$ cat config.mk
export PLATFORM = sky130hd
export DESIGN_NAME = dsp_axis_mac
export DESIGN_NICKNAME = d
export VERILOG_FILES = /design/src/rtl/dsp_axis_mac.sv
export SDC_FILE = /design/constraint.sdc
export NUM_CORES = 1
export LEC_CHECK = 0
export ABC_CLOCK_PERIOD_IN_PS = 10200
export CAP_MARGIN = 40
export CORE_UTILIZATION = 35
export DETAILED_ROUTE_END_ITERATION = 10
export DONT_BUFFER_PORTS = 1
export GPL_ROUTABILITY_DRIVEN = 0
export SLEW_MARGIN = 20
export SYNTH_ARGS = -nofsm -noshare
export SYNTH_HDL_FRONTEND = slang
export SYNTH_SLANG_ARGS = --single-unit
export TNS_END_PERCENT = 10
$ cat constraint.sdc
create_clock -name clk -period 10.2 [get_ports clk]
set_input_delay 1.53 -clock clk [delete_from_list [all_inputs] [get_ports clk]]
set_output_delay 1.53 -clock clk [all_outputs]
set_load 0.01 [all_outputs]
$ cat src/rtl/dsp_axis_mac.sv
// dsp_axis_mac: three-stream AXI-Stream joined multiply-accumulate.
// Mode 0 emits A*B+C for every beat; mode 1 sums A*B over a packet
// (seeded with C on the first beat) and emits once on the last beat.
module dsp_axis_mac #(
    parameter int DATA_WIDTH  = 16,
    parameter int ACC_WIDTH   = 2*DATA_WIDTH+8,
    parameter int SIGNED_MODE = 1
) (
    input  logic                  clk,
    input  logic                  reset,
    input  logic [DATA_WIDTH-1:0] s_axis_data_a,
    input  logic [DATA_WIDTH-1:0] s_axis_data_b,
    input  logic [DATA_WIDTH-1:0] s_axis_data_c,
    input  logic                  s_axis_valid_a,
    input  logic                  s_axis_valid_b,
    input  logic                  s_axis_valid_c,
    input  logic                  s_axis_last_a,
    input  logic                  s_axis_last_b,
    input  logic                  s_axis_last_c,
    output logic                  s_axis_ready_a,
    output logic                  s_axis_ready_b,
    output logic                  s_axis_ready_c,
    input  logic                  mode,
    output logic [ACC_WIDTH-1:0]  m_axis_data,
    output logic                  m_axis_valid,
    output logic                  m_axis_last,
    input  logic                  m_axis_ready,
    output logic                  err_last
);

    localparam int PW  = 2*DATA_WIDTH;
    localparam bit SGN = (SIGNED_MODE != 0);

    logic [PW-1:0]        a_x_d, b_x_d, prod_d;
    logic [ACC_WIDTH-1:0] prod_ext_d, c_ext_d, sum_d;
    logic                 all_valid, beat_last, last_mismatch;
    logic                 out_load, s1_adv, accept, eff_mode;

    // S1 stage: extended product/addend plus per-beat control
    logic                 s1_valid_q, s1_last_q, s1_emit_q, s1_chain_q, s1_accmode_q;
    logic [ACC_WIDTH-1:0] s1_prod_q, s1_c_q;
    // packet tracking and accumulator
    logic                 mid_q, mode_q;
    logic [ACC_WIDTH-1:0] acc_q;
    // output register and sticky error
    logic                 out_valid_q, out_last_q, err_q;
    logic [ACC_WIDTH-1:0] out_data_q;

    // Operand extension and full-width product (truncating a 2W x 2W
    // multiply to 2W bits yields the exact signed or unsigned product).
    always_comb begin
        a_x_d      = {{DATA_WIDTH{SGN & s_axis_data_a[DATA_WIDTH-1]}}, s_axis_data_a};
        b_x_d      = {{DATA_WIDTH{SGN & s_axis_data_b[DATA_WIDTH-1]}}, s_axis_data_b};
        prod_d     = a_x_d * b_x_d;
        prod_ext_d = {{(ACC_WIDTH-PW){SGN & prod_d[PW-1]}}, prod_d};
        c_ext_d    = {{(ACC_WIDTH-DATA_WIDTH){SGN & s_axis_data_c[DATA_WIDTH-1]}}, s_axis_data_c};
    end

    // Handshake join, pipeline advance conditions and S1 sum
    always_comb begin
        all_valid     = s_axis_valid_a & s_axis_valid_b & s_axis_valid_c;
        beat_last     = s_axis_last_a | s_axis_last_b | s_axis_last_c;
        last_mismatch = (s_axis_last_a != s_axis_last_b) | (s_axis_last_b != s_axis_last_c);
        out_load      = !out_valid_q || m_axis_ready;
        s1_adv        = !s1_valid_q || out_load;
        accept        = all_valid && s1_adv && !reset;
        eff_mode      = mid_q ? mode_q : mode;
        sum_d         = s1_prod_q + s1_c_q + (s1_chain_q ? acc_q : '0);
    end

    assign s_axis_ready_a = accept;
    assign s_axis_ready_b = accept;
    assign s_axis_ready_c = accept;

    // S1 capture, packet/mode tracking and sticky last-mismatch flag
    always_ff @(posedge clk or posedge reset) begin
        if (reset) begin
            s1_valid_q   <= 1'b0;
            s1_last_q    <= 1'b0;
            s1_emit_q    <= 1'b0;
            s1_chain_q   <= 1'b0;
            s1_accmode_q <= 1'b0;
            s1_prod_q    <= '0;
            s1_c_q       <= '0;
            mid_q        <= 1'b0;
            mode_q       <= 1'b0;
            err_q        <= 1'b0;
        end else begin
            if (s1_adv) begin
                s1_valid_q <= accept;
            end
            if (accept) begin
                // Later beats of a mode-1 packet chain onto the accumulator
                // and drop C; everything else starts from C.
                s1_prod_q    <= prod_ext_d;
                s1_c_q       <= (eff_mode && mid_q) ? '0 : c_ext_d;
                s1_chain_q   <= eff_mode && mid_q;
                s1_accmode_q <= eff_mode;
                s1_emit_q    <= !eff_mode || beat_last;
                s1_last_q    <= beat_last;
                mid_q        <= !beat_last;
                if (!mid_q) begin
                    mode_q <= mode;
                end
                if (last_mismatch) begin
                    err_q <= 1'b1;
                end
            end
        end
    end

    // Accumulator update and output register load
    always_ff @(posedge clk or posedge reset) begin
        if (reset) begin
            acc_q       <= '0;
            out_valid_q <= 1'b0;
            out_last_q  <= 1'b0;
            out_data_q  <= '0;
        end else if (out_load) begin
            if (s1_valid_q && s1_accmode_q) begin
                acc_q <= s1_last_q ? '0 : sum_d;
            end
            out_valid_q <= s1_valid_q && s1_emit_q;
            if (s1_valid_q && s1_emit_q) begin
                out_data_q <= sum_d;
                out_last_q <= s1_last_q;
            end
        end
    end

    assign m_axis_data  = out_data_q;
    assign m_axis_valid = out_valid_q;
    assign m_axis_last  = out_last_q;
    assign err_last     = err_q;

endmodule

* Word-level counts from Yosys, hierarchy flattened *
Index checks and enable logic that the tools add are counted.

word-level totals
  output and inout port bits = 46
  input bits = 58
  bits in registers = 161
  word-level logic and storage cells = 43

operators by class
  $mul = 1
  multiplexer cells = 4
  equal/unequal tests = 2
  bitwise logic cells = 5
  reduce and logical (&&, ||, !) cells = 16
  $add $sub $neg = 2

operators with widths
  kind                          number
  2-to-1 mux 40 bit             3
  adder 40 bit                  2
  multiplier 16 x 16 -> 32 bit  1
  AND reduction 2 bit           3
  logical AND 1 bit             5
  logical NOT 1 bit             5
  logical OR 1 bit              3
  bitwise OR 1 bit              3
  AND 1 bit                     2
  inequality test 1 bit         2
  2-to-1 mux 1 bit              1

* Logic depth before layout (Yosys ltp) *
  depth after elaboration = 6
  gate-level depth with buffers = 24
  depth with buffers taken out = 23

* Worst setup path after synthesis *
No wires, ideal clock.

  path kind = input to output
  start point = input reset
  end point = output s_axis_ready_b
  path slack = 2.891 ns
  path buffers = 3
  arrival time = 5.779 ns
  stages on the path = 7
  required time = 8.670 ns
  cells stage by stage = inv_1 > nand4_1 > nand2b_1 > clkbuf_1 > clkinv_1 > clkbuf_1 > buf_4

on the way
  word-level cells in the longest chain between the ends = 2

ends and longest elaborated chain
  element                      line  RTL
  from (decl)                  10    input logic reset,
  logical NOT 1 bit (no line)  --
  logical AND 1 bit            66    accept = all_valid && s1_adv && !reset;
  to (decl)                    21    output logic s_axis_ready_b,

No other way between the ends.

* Worst setup path in the final report *
  start point = input s_axis_data_a[8]
  end point = register s1_prod_q[21]

on the way
  word-level cells in the longest chain between the ends = 1

ends and longest elaborated chain
  element                       line  RTL
  from (decl)                   11    input logic [DATA_WIDTH-1:0] s_axis_data_a,
  multiplier 16 x 16 -> 32 bit  54    prod_d = a_x_d * b_x_d;
  to (signal assigned)          95    s1_prod_q <= prod_ext_d;
  to (decl)                     41    logic [ACC_WIDTH-1:0] s1_prod_q, s1_c_q;

No other way between the ends.
A chain may end at the register's enable or synchronous reset.

==> impl_metrics.py <==
metrics = {
    "setup_path": {
        "cp-start-kind": "primary input",
        "crit_chain": "and2_1 > fa_1 > inv_1 > fa_1 > fa_1 > inv_1 > fa_1 > fa_1 > inv_1 > fa_1 > inv_1 > ha_1 > a21o_1 > a21o_1 > a221o_1 > a311oi_2 > o21bai_1 > a21o_1 > a221o_1",
        "endpoint_kind": "register",
        "slowest_stage": "a311oi_2",
        "path_max_fanout": 16,
        "r2r_start": "s1_chain_q",
        "cp.required_ps": 10510,
        "max_stage_delay_ps": 590,
        "reg2reg_to": "acc_q[39]",
        "reg2reg_slack_ps": 5810,
        "r2r_cells": 13,
        "critical_path_arrival_ps": 7180,
        "crit_type": "primary input to register",
        "crit_top_cell": "fa_1",
    },
    "synth": {
        "ys.flop_type": "dfrtp_1",
        "synthCells": 1875,
        "syn_avg_cell_area_sq_um": 9.464,
        "syn-num-nets": 2357,
        "ys_seq_area_share_pct": 19.32,
        "synth_top_area_cell": "fa_1",
        "ys_ff_latch": 137,
        "synthTopCellsByArea": "fa_1 (34%), dfrtp_1 (19%), ha_1 (8.6%)",
        "ys_warn_count": 0,
        "syn_area_sq_um": 17750,
        "synthArstFlopShare_pct": 100.0,
        "yosys.area.top_type_share_pct": 34.07,
        "synth.distinct_cells": 60,
        "yosysMostFrequentCell": "fa_1",
        "synth_common_cells": "fa_1 (302), inv_1 (300), nand2_1 (300), and2_1 (164), dfrtp_1 (137)",
        "synth-edff-count": 0,
    },
    "sta": {
        "hold_violations": 0,
        "finalCritPeriodShare_pct": 67.36,
        "period_needed_ps": 6871,
        "grt_setup_unrepaired": "no",
        "timing.hold.ws_ps": 480.9,
        "slew_violations": 0,
        "worst_pin_slew_ps": 744.5,
        "slew_headroom_pct": 50.24,
        "max_freq_ghz": 0.1455,
        "setup_viol": 0,
        "fin_skew_ps": 8.454,
        "fin_ws_ps": 3329,
        "fin_tns_setup_ps": 0,
    },
    "layout": {
        "syn_to_final_growth_pct": 7.051,
        "n_antenna_cell": 0,
        "drive_gt1_share_pct": 4.004,
        "final_nets": 2317,
        "fin_cells": 2520,
    },
    "flow_run": {
        "maxCapViolations": 0,
    },
    "floorplan": {
        "ios": 104,
        "die_x_microns": 227.2,
        "start_util_pct": 35.44,
        "chipHeight_microns": 227.2,
        "fp-row-count": 82,
        "core_area_sq_um": 50070,
        "die_area_sq_um": 51610,
    },
    "place": {
        "portBuffers": 0,
        "dp_hpwl_mm": 34.01,
        "dp_cells": 2488,
        "dp_slack_ps": 2874,
    },
    "drt": {
        "ant_nets": 0,
        "avgViaCountPerCell": 4.885,
        "drtIter0Drc": 697,
        "num_vias": 12310,
        "drcViolationCount": 0,
        "wirelength_mm": 42.20,
        "wl_per_cell_microns": 16.75,
        "drt_pass1_iterations": 5,
    },
    "global_routing": {
        "grt_pass1_wl_mm": 70.97,
        "grt_usage_pct": 17.32,
        "gr-total-overflow": 0,
        "antenna_found_initial": 0,
        "grt_pass1_vias": 13200,
        "grt_max_degree": 65,
    },
    "clocking": {
        "htreeDepth": 4,
        "cts_made_buffers": 17,
        "clkTransAtPathRegs_ps": 60,
        "insertion_delay_ps": 430,
        "post_cts_buffers": 0,
        "cts_root_buffer": "clkbuf_16",
        "ctsResizeCount": 0,
        "postCtsHoldBufs": 0,
        "cts_buffer_depth": 2,
        "cts_tree": "yes",
        "cts.sinks": 137,
    },
    "run_status": {
        "status": "complete, no violations",
    },
    "worst_hold_path": {
        "holdCritStartpoint": "acc_q[32]",
        "hold_class": "register to register",
        "hold_end": "acc_q[32]",
        "whs_path_depth": 2,
    },
}
## layout make-up
cell class | instances | area [sq um]
sequential | 137 | 3428
clock inverter | 11 | 123.9
timing repair buffer | 10 | 100.1
clock buffer | 21 | 440.4
fill | 5071 | 31070
inverter | 301 | 1135
tap | 672 | 840.8
multi-input combinational | 1368 | 12930
## worst max-delay path by stage
stage / startpoint / to / cells past startpoint
global placement: s_axis_data_a[8] / s1_prod_q[21] / 19
finish: s_axis_data_a[8] / s1_prod_q[21] / 19
floorplan: reset / s_axis_ready_b / 7
detailed placement: s_axis_data_a[8] / s1_prod_q[21] / 19
CTS: s_axis_data_a[8] / s1_prod_q[21] / 19
global route: s_axis_data_a[8] / s1_prod_q[21] / 19
## through the flow
stage	utilization (%)	area [sq um]
after floorplan	-	17750
after global placement	36.74	18390
after detailed placement	36.82	18430
after CTS	37.94	19000
after global routing	37.94	19000
final	37.94	19000
## cell families (layout without fill, tap and decap cells)
| group | count (synthesis) | count (layout) | share of synthesized area, % |
|---|---|---|---|
| AOI/OAI and AO/OA | 272 | 272 | 10.30 |
| xor gates and xnor gates | 65 | 65 | 3.208 |
| adders and majority gates | 424 | 424 | 42.67 |
| buffers and inverters | 370 | 343 | 7.869 |
| DFF | 137 | 137 | 19.32 |
| muxes | 12 | 12 | 0.7544 |
| and+or+nand+nor | 595 | 595 | 15.88 |
## placed cells by master (no fill, tap or decap), types with 13 or more instances in the layout
| cell type | count |
|---|---|
| a211oi_1 | 13 |
| nand2_1 | 300 |
| fa_1 | 302 |
| dfrtp_1 | 137 |
| a22o_1 | 23 |
| nor2_1 | 50 |
| inv_1 | 299 |
| xor2_1 | 14 |
| nand3_1 | 32 |
| ha_1 | 122 |
| xnor2_1 | 51 |
| and2_1 | 164 |
| a21oi_1 | 49 |
| a21o_1 | 37 |
| o31ai_1 | 13 |
| o21ai_0 | 74 |
| clkbuf_16 | 17 |
## worst max-delay path: cells and delay by family
family / cells / cell delay [ps]
buffers and inverters: 4 / 200
adder cells (fa/ha/maj): 7 / 3340
AND/OR/NAND/NOR: 1 / 160
AO/OA/AOI/OAI: 7 / 1970
## layer usage
metal,part of all wire [%],GRT usage (%),up-vias
met5,0,0,-
met4,0.81,2.836,0
met3,6.2,3.278,31
met2,44,27.31,318
met1,49,24.98,6153
li1,-,-,5808
## registers in the layout (all words and copies together) (netlist names), 16 cells and up
register,count
s1_prod_q,32
m_axis_data,40
acc_q,40
s1_c_q,16
Power is left out: the tool's default activity adds up to more than one toggle a clock period on the data nets, which glitch-free logic cannot reach.
